### src/rtl/stream_fifo_rr_arbiter.sv
`default_nettype none
// ----------------------------------------------------------------------------
// Module  : stream_fifo_rr_arbiter
// Brief   : Two-input burst-granular round-robin arbiter that feeds a single
//           StreamingFIFO input. Intake is throttled on FIFO occupancy, and an
//           occupancy high-watermark is kept for depth tuning.
// Revision: 1.0 - initial release
// ----------------------------------------------------------------------------
module stream_fifo_rr_arbiter #(
  parameter int WIDTH      = 8,
  parameter int BURST_LEN  = 16,
  parameter int CNT_WIDTH  = 14,
  parameter int FIFO_DEPTH = 16384,
  parameter int HEADROOM   = 2
) (
  input  logic                 ap_clk,
  input  logic                 ap_rst_n,
  input  logic [WIDTH-1:0]     in0_V_V_TDATA,
  input  logic                 in0_V_V_TVALID,
  output logic                 in0_V_V_TREADY,
  input  logic [WIDTH-1:0]     in1_V_V_TDATA,
  input  logic                 in1_V_V_TVALID,
  output logic                 in1_V_V_TREADY,
  output logic [WIDTH-1:0]     out_V_V_TDATA,
  output logic                 out_V_V_TVALID,
  input  logic                 out_V_V_TREADY,
  input  logic [CNT_WIDTH-1:0] fifo_count,
  input  logic                 clr_max,
  output logic [1:0]           grant,
  output logic [CNT_WIDTH-1:0] max_count
);

  typedef enum logic [1:0] {
    IDLE  = 2'd0,
    LOCK0 = 2'd1,
    LOCK1 = 2'd2
  } state_t;

  // Throttle threshold is one bit wider than the count so it can never wrap.
  localparam logic [CNT_WIDTH:0] THRESH    = (CNT_WIDTH+1)'(FIFO_DEPTH - HEADROOM);
  localparam logic [15:0]        LAST_BEAT = 16'(BURST_LEN - 1);

  state_t               state_q, state_d;
  logic [15:0]          cnt_q, cnt_d;
  logic                 last_q, last_d;   // index of the last-served producer
  logic                 out_valid_q;
  logic [WIDTH-1:0]     out_data_q;
  logic [CNT_WIDTH-1:0] max_q;

  logic             slot_free;
  logic             throttle;
  logic             accept_ok;
  logic             sel_valid;
  logic             sel_idx;
  logic             accept;
  logic [WIDTH-1:0] acc_data;

  assign slot_free = !out_valid_q || out_V_V_TREADY;
  assign throttle  = {1'b0, fifo_count} >= THRESH;
  assign accept_ok = slot_free && !throttle;

  // Source selection: fresh round-robin choice in IDLE, owner only while locked.
  always_comb begin
    sel_valid = 1'b0;
    sel_idx   = 1'b0;
    case (state_q)
      IDLE: begin
        if (in0_V_V_TVALID && in1_V_V_TVALID) begin
          sel_valid = 1'b1;
          sel_idx   = ~last_q;
        end else if (in0_V_V_TVALID) begin
          sel_valid = 1'b1;
          sel_idx   = 1'b0;
        end else if (in1_V_V_TVALID) begin
          sel_valid = 1'b1;
          sel_idx   = 1'b1;
        end
      end
      LOCK0: begin
        sel_valid = 1'b1;
        sel_idx   = 1'b0;
      end
      LOCK1: begin
        sel_valid = 1'b1;
        sel_idx   = 1'b1;
      end
      default: begin
        sel_valid = 1'b0;
        sel_idx   = 1'b0;
      end
    endcase
  end

  // Readies are gated by reset so neither producer can transfer while held.
  assign in0_V_V_TREADY = ap_rst_n && accept_ok && sel_valid && !sel_idx;
  assign in1_V_V_TREADY = ap_rst_n && accept_ok && sel_valid &&  sel_idx;

  assign accept   = sel_idx ? (in1_V_V_TVALID && in1_V_V_TREADY)
                            : (in0_V_V_TVALID && in0_V_V_TREADY);
  assign acc_data = sel_idx ? in1_V_V_TDATA : in0_V_V_TDATA;

  // Next-state logic: lock on the first beat, release after BURST_LEN beats.
  always_comb begin
    state_d = state_q;
    cnt_d   = cnt_q;
    last_d  = last_q;
    case (state_q)
      IDLE: begin
        if (accept) begin
          if (BURST_LEN == 1) begin
            last_d = sel_idx;
          end else begin
            state_d = sel_idx ? LOCK1 : LOCK0;
            cnt_d   = 16'd1;
          end
        end
      end
      LOCK0, LOCK1: begin
        if (accept) begin
          if (cnt_q == LAST_BEAT) begin
            state_d = IDLE;
            cnt_d   = 16'd0;
            last_d  = sel_idx;
          end else begin
            cnt_d = cnt_q + 16'd1;
          end
        end
      end
      default: begin
        state_d = IDLE;
        cnt_d   = 16'd0;
      end
    endcase
  end

  // Arbitration state register.
  always_ff @(posedge ap_clk or negedge ap_rst_n) begin
    if (!ap_rst_n) begin
      state_q <= IDLE;
      cnt_q   <= 16'd0;
      last_q  <= 1'b1;
    end else begin
      state_q <= state_d;
      cnt_q   <= cnt_d;
      last_q  <= last_d;
    end
  end

  // One-entry output register: load on accept, otherwise drain on ready.
  always_ff @(posedge ap_clk or negedge ap_rst_n) begin
    if (!ap_rst_n) begin
      out_valid_q <= 1'b0;
      out_data_q  <= '0;
    end else if (accept) begin
      out_valid_q <= 1'b1;
      out_data_q  <= acc_data;
    end else if (out_V_V_TREADY) begin
      out_valid_q <= 1'b0;
    end
  end

  // Occupancy high-watermark; clear wins over update.
  always_ff @(posedge ap_clk or negedge ap_rst_n) begin
    if (!ap_rst_n) begin
      max_q <= '0;
    end else if (clr_max) begin
      max_q <= '0;
    end else if (fifo_count > max_q) begin
      max_q <= fifo_count;
    end
  end

  assign out_V_V_TVALID = out_valid_q;
  assign out_V_V_TDATA  = out_data_q;
  assign grant          = {state_q == LOCK1, state_q == LOCK0};
  assign max_count      = max_q;

endmodule
`default_nettype wire

### config.mk
export PLATFORM = sky130hd
export DESIGN_NAME = stream_fifo_rr_arbiter
export DESIGN_NICKNAME = d
export VERILOG_FILES = /design/src/rtl/stream_fifo_rr_arbiter.sv
export SDC_FILE = /design/constraint.sdc
export NUM_CORES = 1
export LEC_CHECK = 0
export BUFFER_PORTS_ARGS = -buffer_cell sky130_fd_sc_hd__buf_2
export CORE_MARGIN = 2
export CORE_UTILIZATION = 35
export DETAILED_ROUTE_END_ITERATION = 8
export SYNTH_ARGS = -nofsm -noshare
export SYNTH_HDL_FRONTEND = slang
export SYNTH_SLANG_ARGS = --single-unit
### constraint.sdc
create_clock -name ap_clk -period 2.4 [get_ports ap_clk]
set_clock_uncertainty 0.2 [all_clocks]
set_input_delay 0.72 -clock ap_clk [delete_from_list [all_inputs] [get_ports ap_clk]]
set_output_delay 0.72 -clock ap_clk [all_outputs]
set_load 0.05 [all_outputs]
==> summary.md, run 1 <==
| Metric | Value |
|---|---|
| Boundary Pins | `63` |
| Max_cap viols | `0` |
| Largest net degree at the start of global routing | `43` |
| Initial DRC Count | `87` |
| Fill cells | `between 500 and 600` |
| Vias | `2596` |
| First-pass GRT wire length | `about 11000 µm` |
| Initial antenna violation count | `0` |
| Worst reg2reg setup slack | `-0.19 ns` |
| Outcome | `finished, violations left` |
| Die height | `roughly 89 µm` |
| Die W | `88.8 µm` |
| Inserted Clock Buffers | `5` |
| Detailed Route WL | `7480 µm` |
| Post-DP HPWL | `~5000 µm` |
| Arrival time at the worst endpoint | `~1.7 ns` |
| Synthesized cell area | `about 2500 µm²` |
| Max incr delay on CP | `0.32 ns` |
| Die area | `7880 µm²` |
| FFs w/ async S/R, synth | `between 90% and 100%` |
| Vias in the first global route | `2333` |
| Failing checks | `negative setup slack` |
| H-tree level count | `2` |
| Worst setup margin | `-0.223 ns` |
| Layout cell share with drive strength beyond 1 | `49.6%` |
| Yosys reg bits | `42` |
| CP Capture Type | `output pin` |
| Rows | `30` |
| DRT Pass-1 Iters | `4` |
| Max-slew violation count | `0` |
| CP Class | `in2out` |
| Nets | `441` |
| Total track usage | `17.1%` |
| Worst path required time | `roughly 1.5 ns` |
| Yosys warning total | `0` |
| Post-Syn Area per Cell | `between 9 and 10 µm²` |
| Yosys cell types | `between 40 and 50` |
| Post-DP Area | `~3400 µm²` |
| Fmax | `between 300 and 400 MHz` |
| Pwr Density | `~1000 nW/µm²` |
| Commonest non-fill, non-tap cell in the layout | `buf_4` |
| Sum of negative setup slack | `-1.64 ns` |
| Crit Path Max Fanout | `3` |
| Post-synthesis cell count | `between 200 and 300` |
| CTS tree | `built` |
| Hold Worst Slack | `roughly 0.31 ns` |
| Antenna viol nets, final | `0` |
| Tmin final | `about 2.6 ns` |
| Synth-to-layout area growth | `59.6%` |
| Critical Path Source Type | `input port` |
| DP Cell Count | `between 400 and 500` |
| Core Util, Final | `58.4%` |
| Seq/Total Area, Yosys | `a little over two fifths` |
| Core box area | `between 6000 and 7000 µm²` |
| Worst-path clk slew | `0.07 ns` |
| IO Port Bufs | `slightly above 60` |
| RD Place Congestion | `between 0.7 and 0.8` |
| Insertion delay to the later sink of the worst-skew pair | `0.30 ns` |
| PnR Total Power | `4.09 mW` |
| Syn Nets | `between 300 and 400` |
| Worst hold path type | `reg2reg` |
| # DRC | `0` |
| Final Setup Violations | `11` |
| Rel. slew slack | `63.6%` |
| LEAKAGE | `between 1.5 and 2 nW` |
| RSZ-0062 raised after global routing | `true` |
| Hold Fails Final Rpt | `0` |
| Clock Tree Root | `clkbuf_8` |
| Post-route cell area | `around 4000 µm²` |
| CP max stage cell | `nor4_4` |
| Initial Util | `36.6%` |
| Post-synth top flop | `dfrtp_1` |
| Grt total ovfl | `0` |
| Routed wire length per instance | `roughly 15 µm` |
| Final period util | `109%` |
| Clock sink count | `42` |
| Number of flops mapped to enable cells by yosys | `0` |
| Worst Max-Slew Pin Slew | `~0.55 ns` |
| Max IR drop VDD | `0.358 mV` |
| Drt via density | `between 5 and 6` |
| Clock Path Buffers | `2` |
| Layout Cells excl Fill | `483` |
| Crit-path cells | `buf_2 -> nand3_4 -> nor4_4 -> or2_4 -> nor2_4 -> buf_6` |
| Commonest cells after routing, fill and taps aside | `53 x buf_4, 51 x buf_2, 36 x dfrtp_1, 20 x inv_1, 17 x a21oi_1` |
| Setup Slack @ Placement | `-0.441 ns` |
| N_diodes | `0` |
[cell type report]
cell class / instances / area (µm²) / area share (%)
flip-flops and latches: 42 / 1060 / 26.4
inverters: 23 / 86.3 / 2.15
clock buffers: 8 / 90.1 / 2.24
repair buffers: 125 / 941 / 23.4
multi-input cells: 189 / 1720 / 42.8
well taps: 96 / 120 / 2.99
[worst max-delay path: cells and delay by family]
kind | cells | cell delay [ns]
buffers and inverters | 2 | 0.30
and+or+nand+nor | 4 | 0.68
[sequential cells by signal, summed over array words and instances (netlist names)]
name            flops
out_V_V_TVALID      1
state_q             2
cnt_q              16
max_count          14
last_q              1
out_V_V_TDATA       8
[timing repair]
action | CTS | global route
buffers inserted | 4 | 8
gates resized for setup | 12 | 70
setup endpoints to repair | 15 | 24
gates cloned | 0 | 3
pin swaps | 13 | 21
hold buffers | 0 | 0
[synth_stat cells (2+ instances only)]
cell / instances / area share (%)
and3_1: 2 / 0.50
ha_1: 19 / 9.5
o41ai_1: 2 / 0.70
or3_1: 2 / 0.50
nor2_1: 15 / 2.2
a211oi_1: 2 / 0.60
or4_1: 11 / 3.3
nand4_1: 8 / 2.0
inv_1: 23 / 3.4
dfrtp_1: 41 / 41
or2_2: 2 / 0.50
a21oi_1: 25 / 5.0
mux2i_1: 8 / 3.2
o22ai_1: 3 / 0.75
a22o_1: 13 / 4.5
buf_2: 3 / 0.60
nor3_1: 3 / 0.60
nand3_1: 11 / 2.2
clkbuf_1: 2 / 0.30
nand2_1: 17 / 2.5
o31ai_1: 12 / 3.6
o21ai_0: 11 / 2.2
[per-layer routing]
metal	share of wire, %	GRT usage (%)
met1	42	22.0
met5	0	0
met2	50	28.2
met3	6.1	4.76
met4	1.8	4.68
[logic make-up after synthesis]
| kind of cell | synth area share (%) |
|---|---|
| adders and majority gates | 9.45 |
| AOI/OAI and AO/OA | 22.4 |
| DFF | 41.8 |
| buffers and inverters | 4.93 |
| and+or+nand+nor | 17.8 |
| muxes | 3.63 |
[power breakdown]
group	switching (mW)	internal [mW]
registers	0.0986	0.849
clock network	0.235	0.235
logic	1.51	1.16
total	1.85	2.24
[final timing paths]
check                               from              to  cells past startpoint
setup / recovery           fifo_count[3]  in0_V_V_TREADY                      6
hold / removal                  cnt_q[1]        cnt_q[1]                      2
setup reg to reg              state_q[0]       cnt_q[14]                      9
hold reg to reg                 cnt_q[1]        cnt_q[1]                      2
max in group asynchronous       ap_rst_n   max_count[11]                      2
min in group asynchronous       ap_rst_n        cnt_q[9]                      2
Note: power is estimated with default switching activity, not from simulation.
==> run 2, diff against run 1 <==
Settings changed: SETUP_SLACK_MARGIN from default to 0.15.
==> run 2 against run 1 <==
  * The flow still finishes with violations (negative setup slack)
  * Power fell by 2.8%
  * Die area unchanged
  * Combinational power shrank 4%
  * Design area up 1.2%
  * Global-route usage up 1.8 points
  * Highest routed layer unchanged
==> summary.md, run 2 (same netlist as run 1, synthesis figures left out) <==
| Metric | Value |
|---|---|
| Worst hold path type | `reg2reg` |
| Max reg flops | `16 (unchanged)` |
| Drt via density | `5.29 (-1.5%)` |
| Core box area | `6870 µm² (unchanged)` |
| Die height | `88.8 µm (unchanged)` |
| Antenna viol nets, final | `0 (unchanged)` |
| Register share of total power | `23.7% (+0.5 points)` |
| DRT Pass-1 Iters | `4 (unchanged)` |
| Pwr Density | `979 nW/µm² (-3.9%)` |
| Commonest non-fill, non-tap cell in the layout | `buf_4` |
| Worst reg2reg setup slack | `-0.03 ns (+0.16 ns)` |
| Arrival time at the worst endpoint | `1.69 ns (about the same)` |
| Nets | `442 (+0.23%)` |
| CTS tree | `built` |
| Vias in the first global route | `2420 (+3.7%)` |
| Initial Util | `36.6% (unchanged)` |
| Max_cap viols | `0 (unchanged)` |
| Hold Worst Slack | `0.313 ns (-0.00168 ns)` |
| Crit Path Max Fanout | `3 (unchanged)` |
| Clock sink count | `42 (unchanged)` |
| Multi-input gate area | `1780 µm² (+3.7%)` |
| HP Start | `cnt_q[1]` |
| Hold Fails Final Rpt | `0 (unchanged)` |
| Initial DRC Count | `100 (+15%)` |
| Reg2reg path depth | `9 (unchanged)` |
| Int Power | `2.15 mW (-3.9%)` |
| Clock Path Buffers | `2 (unchanged)` |
| Final period util | `109% (-0.41 points)` |
| Layout Cells excl Fill | `484 (+0.21%)` |
| Switch Pwr | `1.82 mW (-1.4%)` |
| Hold Path Depth | `2 (unchanged)` |
| Hold_buf cts | `0 (unchanged)` |
| Reg-to-reg startpoint | `max_count[10]` |
| Failing checks | `negative setup slack` |
| Fill cells | `582 (-0.17%)` |
| CP Class | `reg2out` |
| Die W | `88.8 µm (unchanged)` |
| H-tree level count | `2 (unchanged)` |
| Register area | `1060 µm² (+0.35%)` |
| Hold EP | `cnt_q[1]` |
| Max IR drop VDD | `0.394 mV (+10%)` |
| Detailed Route WL | `7580 µm (+1.4%)` |
| Initial antenna violation count | `0 (unchanged)` |
| Grt total ovfl | `0 (unchanged)` |
| Clock Tree Root | `clkbuf_8` |
| Worst-path clk slew | `0.08 ns (about the same)` |
| Worst path required time | `1.48 ns (about the same)` |
| Core Util, Final | `59.1% (+0.69 points)` |
| Net Sw Frac | `45.8% (+0.63 points)` |
| RD Place Congestion | `0.847 (+6.3%)` |
| RSZ-0062 raised after global routing | `true` |
| First-pass GRT wire length | `11700 µm (+11%)` |
| Post-DP HPWL | `4980 µm (+0.14%)` |
| Largest net degree at the start of global routing | `43 (unchanged)` |
| Worst setup margin | `-0.214 ns (+0.00975 ns)` |
| Rel. slew slack | `63.0% (-0.61 points)` |
| Vias | `2562 (-1.3%)` |
| Insertion delay to the later sink of the worst-skew pair | `0.29 ns (about the same)` |
| Max-slew violation count | `0 (unchanged)` |
| Outcome | `finished, violations left` |
| Worst Max-Slew Pin Slew | `0.555 ns (+0.00913 ns)` |
| Boundary Pins | `63 (unchanged)` |
| Sum of negative setup slack | `-1.06 ns (+0.589 ns)` |
| Inserted Clock Buffers | `5 (unchanged)` |
| Final Setup Violations | `11 (unchanged)` |
| IO Port Bufs | `62 (unchanged)` |
| Max incr delay on CP | `0.41 ns (+0.09 ns)` |
| Worst R2R End | `max_count[9]` |
| Total track usage | `18.9% (+1.8 points)` |
| DP Cell Count | `455 (-1.1%)` |
| Fmax | `383 MHz (+0.37%)` |
| Largest Register | `cnt_q` |
| Setup Slack @ Placement | `-0.445 ns (-0.00365 ns)` |
| CP Capture Type | `output pin` |
| LEAKAGE | `1.78 nW (-0.35%)` |
| CP max stage cell | `dfrtp_1` |
| # DRC | `0 (unchanged)` |
| Gate power share | `64.2% (-1.1 points)` |
| Routed wire length per instance | `15.7 µm (+1.2%)` |
| Commonest cells after routing, fill and taps aside | `51 x buf_4, 49 x buf_2, 33 x dfrtp_1, 20 x buf_6, 19 x inv_1` |
| N_diodes | `0 (unchanged)` |
| Critical Path Source Type | `flip-flop` |
| Die area | `7880 µm² (unchanged)` |
| Clk pwr share | `12.1% (+0.6 points)` |
| Crit-path cells | `inv_2 -> ha_4 -> o21a_4 -> o2111ai_4 -> or2_4 -> nor2_4 -> buf_6` |
| Tmin final | `2.61 ns (-0.00975 ns)` |
| Layout cell share with drive strength beyond 1 | `51.8% (+2.2 points)` |
| Synth-to-layout area growth | `61.5%` |
| Rows | `30 (unchanged)` |
-- run 2: cell types whose count changed in the layout (fill, tap and decap cells not counted), sizes merged --
cell,change
buf,+1
clkbuf,-1
o31a,+1
-- run 2: final cells by class --
type                       instances  share of cell area, %
multi-input combinational        190                   43.9
sequential                        42                   26.2
timing repair buffer             125                   22.7
tap                               96                   2.96
clock buffer                       8                   2.22
inverter                          23                   2.13
-- run 2: worst max-delay path by stage --
stage | startpoint | endpoint | slack (ns) | depth (start not counted)
after floorplan | in0_V_V_TVALID | in0_V_V_TREADY | -0.1 | 4
after global routing | state_q[1] | in1_V_V_TREADY | -0.28 | 7
after detailed placement | fifo_count[13] | max_count[6] | -0.44 | 7
after CTS | state_q[1] | in0_V_V_TREADY | -0.24 | 7
final | state_q[1] | in0_V_V_TREADY | -0.21 | 7
after global placement | fifo_count[13] | max_count[13] | -0.41 | 7
-- run 2: power groups by stage --
stage	Sequential (mW)	Clock (mW)	Combinational (mW)
final	0.943	0.482	2.55
after global routing	0.962	0.526	2.75
after CTS	0.944	0.492	2.42
after detailed placement	0.955	0	2.12
after global placement	0.952	0	2.10
after floorplan	1.31	0	1.11
-- run 2: per-layer routing --
metal | share of wire, % | routed length (µm) | track usage [%] | vias up
li1 | - | - | - | 1239
met1 | 44 | 3340 | 25.4 | 1264
met2 | 51 | 3870 | 31.7 | 48
met3 | 3.4 | 257 | 3.26 | 11
met4 | 1.5 | 113 | 4.55 | 0
met5 | 0 | 0 | 0 | -
-- run 2: critical path: cells and delay by family (launching register included) --
kind            cells  cell delay [ns]
simple gates        2             0.37
flops               1             0.41
fa+ha+maj           1             0.14
buf+inv             2             0.25
compound gates      2             0.23
-- run 2: timing repair --
action                                  4_1_cts  5_1_grt
cloned                                        2        0
pin swaps                                    21       17
endpoints found under the setup margin       31       34
buffers inserted                             13        6
resized for setup                            61       30
-- run 2: through the flow --
stage / power [mW] / instance area, µm²
detailed placement: 3.07 / 3390
finish: 3.98 / 4060
global route: 4.24 / 4060
global placement: 3.05 / 3390
CTS: 3.86 / 3880
floorplan: 2.42 / 2690
==> run 3, diff against run 2 <==
Settings changed: CORE_MARGIN 2 to default, CORE_UTILIZATION 35 to 48, MAX_ROUTING_LAYER from default to met4, PLACE_DENSITY from default to 0.76.
==> run 3 against run 2 <==
  * The flow still finishes with violations (negative setup slack)
  * Via count rose by 8.9%
  * Count of clock-buffer cells in the layout decreased by 2
  * Critical path type unchanged
  * Sequential share of layout area fell by 0.13 points
  * Flip-flop and latch count unchanged
  * Combinational power grew 13%
  * Wire length up 13%
  * Clock power decreased by 5.6%
==> summary.md, run 3 (same netlist as run 1, synthesis figures left out) <==
| Metric | Value |
|---|---|
| Insertion delay to the later sink of the worst-skew pair | `0.30 ns (about the same)` |
| Worst-path clk slew | `0.09 ns (about the same)` |
| Worst path required time | `1.48 ns (about the same)` |
| Hold Path Depth | `2 (unchanged)` |
| RD Place Congestion | `0.942 (+11%)` |
| N_diodes | `0 (unchanged)` |
| Reg2reg path depth | `12 (+3)` |
| Met3 usage | `5.01% (+1.7 points)` |
| Fill cells | `258 (-56%)` |
| Nets | `441 (-0.23%)` |
| Final period util | `112% (+2.9 points)` |
| Synth-to-layout area growth | `62.1%` |
| Fmax | `373 MHz (-2.6%)` |
| # DRC | `0 (unchanged)` |
| Layout cell share with drive strength beyond 1 | `51.7% (-0.12 points)` |
| GRT met1 Usage | `35.2% (+9.8 points)` |
| Rel. slew slack | `63.9% (+0.92 points)` |
| Max-slew violation count | `0 (unchanged)` |
| Initial Util | `51.5% (+15 points)` |
| Core box area | `4880 µm² (-29%)` |
| Initial DRC Count | `259 (+160%)` |
| H-tree level count | `2 (unchanged)` |
| Post-DP HPWL | `4780 µm (-4.1%)` |
| Largest Register | `cnt_q` |
| Core Util, Final | `83.5% (+24 points)` |
| Arrival time at the worst endpoint | `1.76 ns (+0.07 ns)` |
| RSZ-0062 raised after global routing | `true` |
| Worst hold path type | `reg2reg` |
| Antenna viol nets, final | `0 (unchanged)` |
| Max_cap viols | `0 (unchanged)` |
| Clock Path Buffers | `2 (unchanged)` |
| Largest net degree at the start of global routing | `43 (unchanged)` |
| Post-DP Area | `3350 µm² (-1.1%)` |
| Pwr Density | `1050 nW/µm² (+7.7%)` |
| CP Capture Type | `output pin` |
| Crit Path Max Fanout | `3 (unchanged)` |
| Die W | `74.4 µm (-16%)` |
| Most Crowded Layer GR | `met2` |
| CTS tree | `built` |
| Grt total ovfl | `0 (unchanged)` |
| Worst Max-Slew Pin Slew | `0.541 ns (-0.0139 ns)` |
| Max IR drop VDD | `0.739 mV (+88%)` |
| Boundary Pins | `63 (unchanged)` |
| Clock Tree Root | `clkbuf_8` |
| Tmin final | `2.68 ns (+0.0701 ns)` |
| Detailed Route WL | `8550 µm (+13%)` |
| First-pass GRT wire length | `12300 µm (+5.7%)` |
| Outcome | `finished, violations left` |
| Vias | `2789 (+8.9%)` |
| Clock sink count | `42 (unchanged)` |
| CP Class | `reg2out` |
| Rows | `25 (-17%)` |
| Vias in the first global route | `2652 (+9.6%)` |
| Routed wire length per instance | `18.8 µm (+20%)` |
| GR Util met2 | `54.1% (+22 points)` |
| DRT Pass-1 Iters | `7 (+3)` |
| Drt via density | `6.14 (+16%)` |
| IO Port Bufs | `62 (unchanged)` |
| Worst setup margin | `-0.284 ns (-0.0701 ns)` |
| Failing checks | `negative setup slack` |
| Max reg flops | `16 (unchanged)` |
| Total track usage | `30.8% (+12 points)` |
| Initial antenna violation count | `0 (unchanged)` |
| Sum of negative setup slack | `-3.44 ns (-2.39 ns)` |
| Hold Fails Final Rpt | `0 (unchanged)` |
| Die area | `5530 µm² (-30%)` |
| Commonest cells after routing, fill and taps aside | `49 x buf_4, 49 x buf_2, 34 x dfrtp_1, 20 x inv_1, 20 x buf_6` |
| Critical Path Source Type | `flip-flop` |
| Inserted Clock Buffers | `5 (unchanged)` |
| Final Setup Violations | `29 (+18)` |
| Setup Slack @ Placement | `-0.406 ns (+0.0391 ns)` |
| LEAKAGE | `1.81 nW (+1.4%)` |
| Post-route cell area | `4080 µm² (+0.37%)` |
| Die height | `74.4 µm (-16%)` |
| Hold_buf cts | `0 (unchanged)` |
run 3: changes by cell type in the layout (fill, tap and decap cells not counted), moves of 4 or more:
cell and change:
a21oi_1 +5, o21ai_0 -6, o21ai_2 +5, o31ai_1 -5, o31ai_4 +4, a21oi_2 -4
run 3: worst max-delay path, stage by stage (launching register included):
cell       delay (ns)
dfrtp_1          0.42
inv_2            0.09
ha_4             0.14
o21a_4           0.12
o2111ai_4        0.11
or2_4            0.29
nor2_4           0.12
buf_8            0.16
run 3: cell type report:
type                            count  area [µm²]  area share (%)
Multi-Input combinational cell    189        1790            44.0
Sequential cell                    42        1060            26.0
Timing Repair Buffer              125         971            23.8
Inverter                           23        86.3            2.12
Tap cell                           67        83.8            2.06
Clock buffer                        6        72.6            1.78
Clock inverter                      2        10.0           0.246
run 3: per-layer routing:
metal | part of all wire, % | vias up | routed length [µm]
met4 | 3.2 | 0 | 275
met5 | 0 | - | 0
met3 | 5.7 | 30 | 483
met2 | 53 | 157 | 4570
li1 | - | 1245 | -
met1 | 38 | 1357 | 3220
run 3: final timing paths:
path | from | to | slack (ns)
hold reg to reg | cnt_q[1] | cnt_q[1] | 0.32
setup / recovery | state_q[1] | in1_V_V_TREADY | -0.28
max in group asynchronous | ap_rst_n | max_count[1] | 1.23
min in group asynchronous | ap_rst_n | state_q[1] | 0.35
setup reg to reg | state_q[1] | cnt_q[10] | -0.25
hold / removal | cnt_q[1] | cnt_q[1] | 0.32
run 3: what timing repair did:
| item | CTS | global route |
|---|---|---|
| pin swaps | 28 | 16 |
| endpoints found under the setup margin | 29 | 45 |
| gates cloned | 1 | 1 |
| resized for setup | 62 | 35 |
| buffers inserted | 15 | 5 |
run 3: stage by stage:
step                cells  power, mW  hold WS [ns]
CTS                   448       3.99         0.310
detailed placement    424       3.08         0.292
floorplan             261       2.42         0.224
finish                454       4.30         0.318
global placement      424       3.03         0.283
global route          454       4.49         0.336
run 3: report_power, final:
part	switching, mW	internal (mW)	total [mW]	leakage (nW)
Clock	0.253	0.202	0.455	0.0450
Combinational	1.67	1.22	2.89	1.23
Sequential	0.105	0.850	0.954	0.533
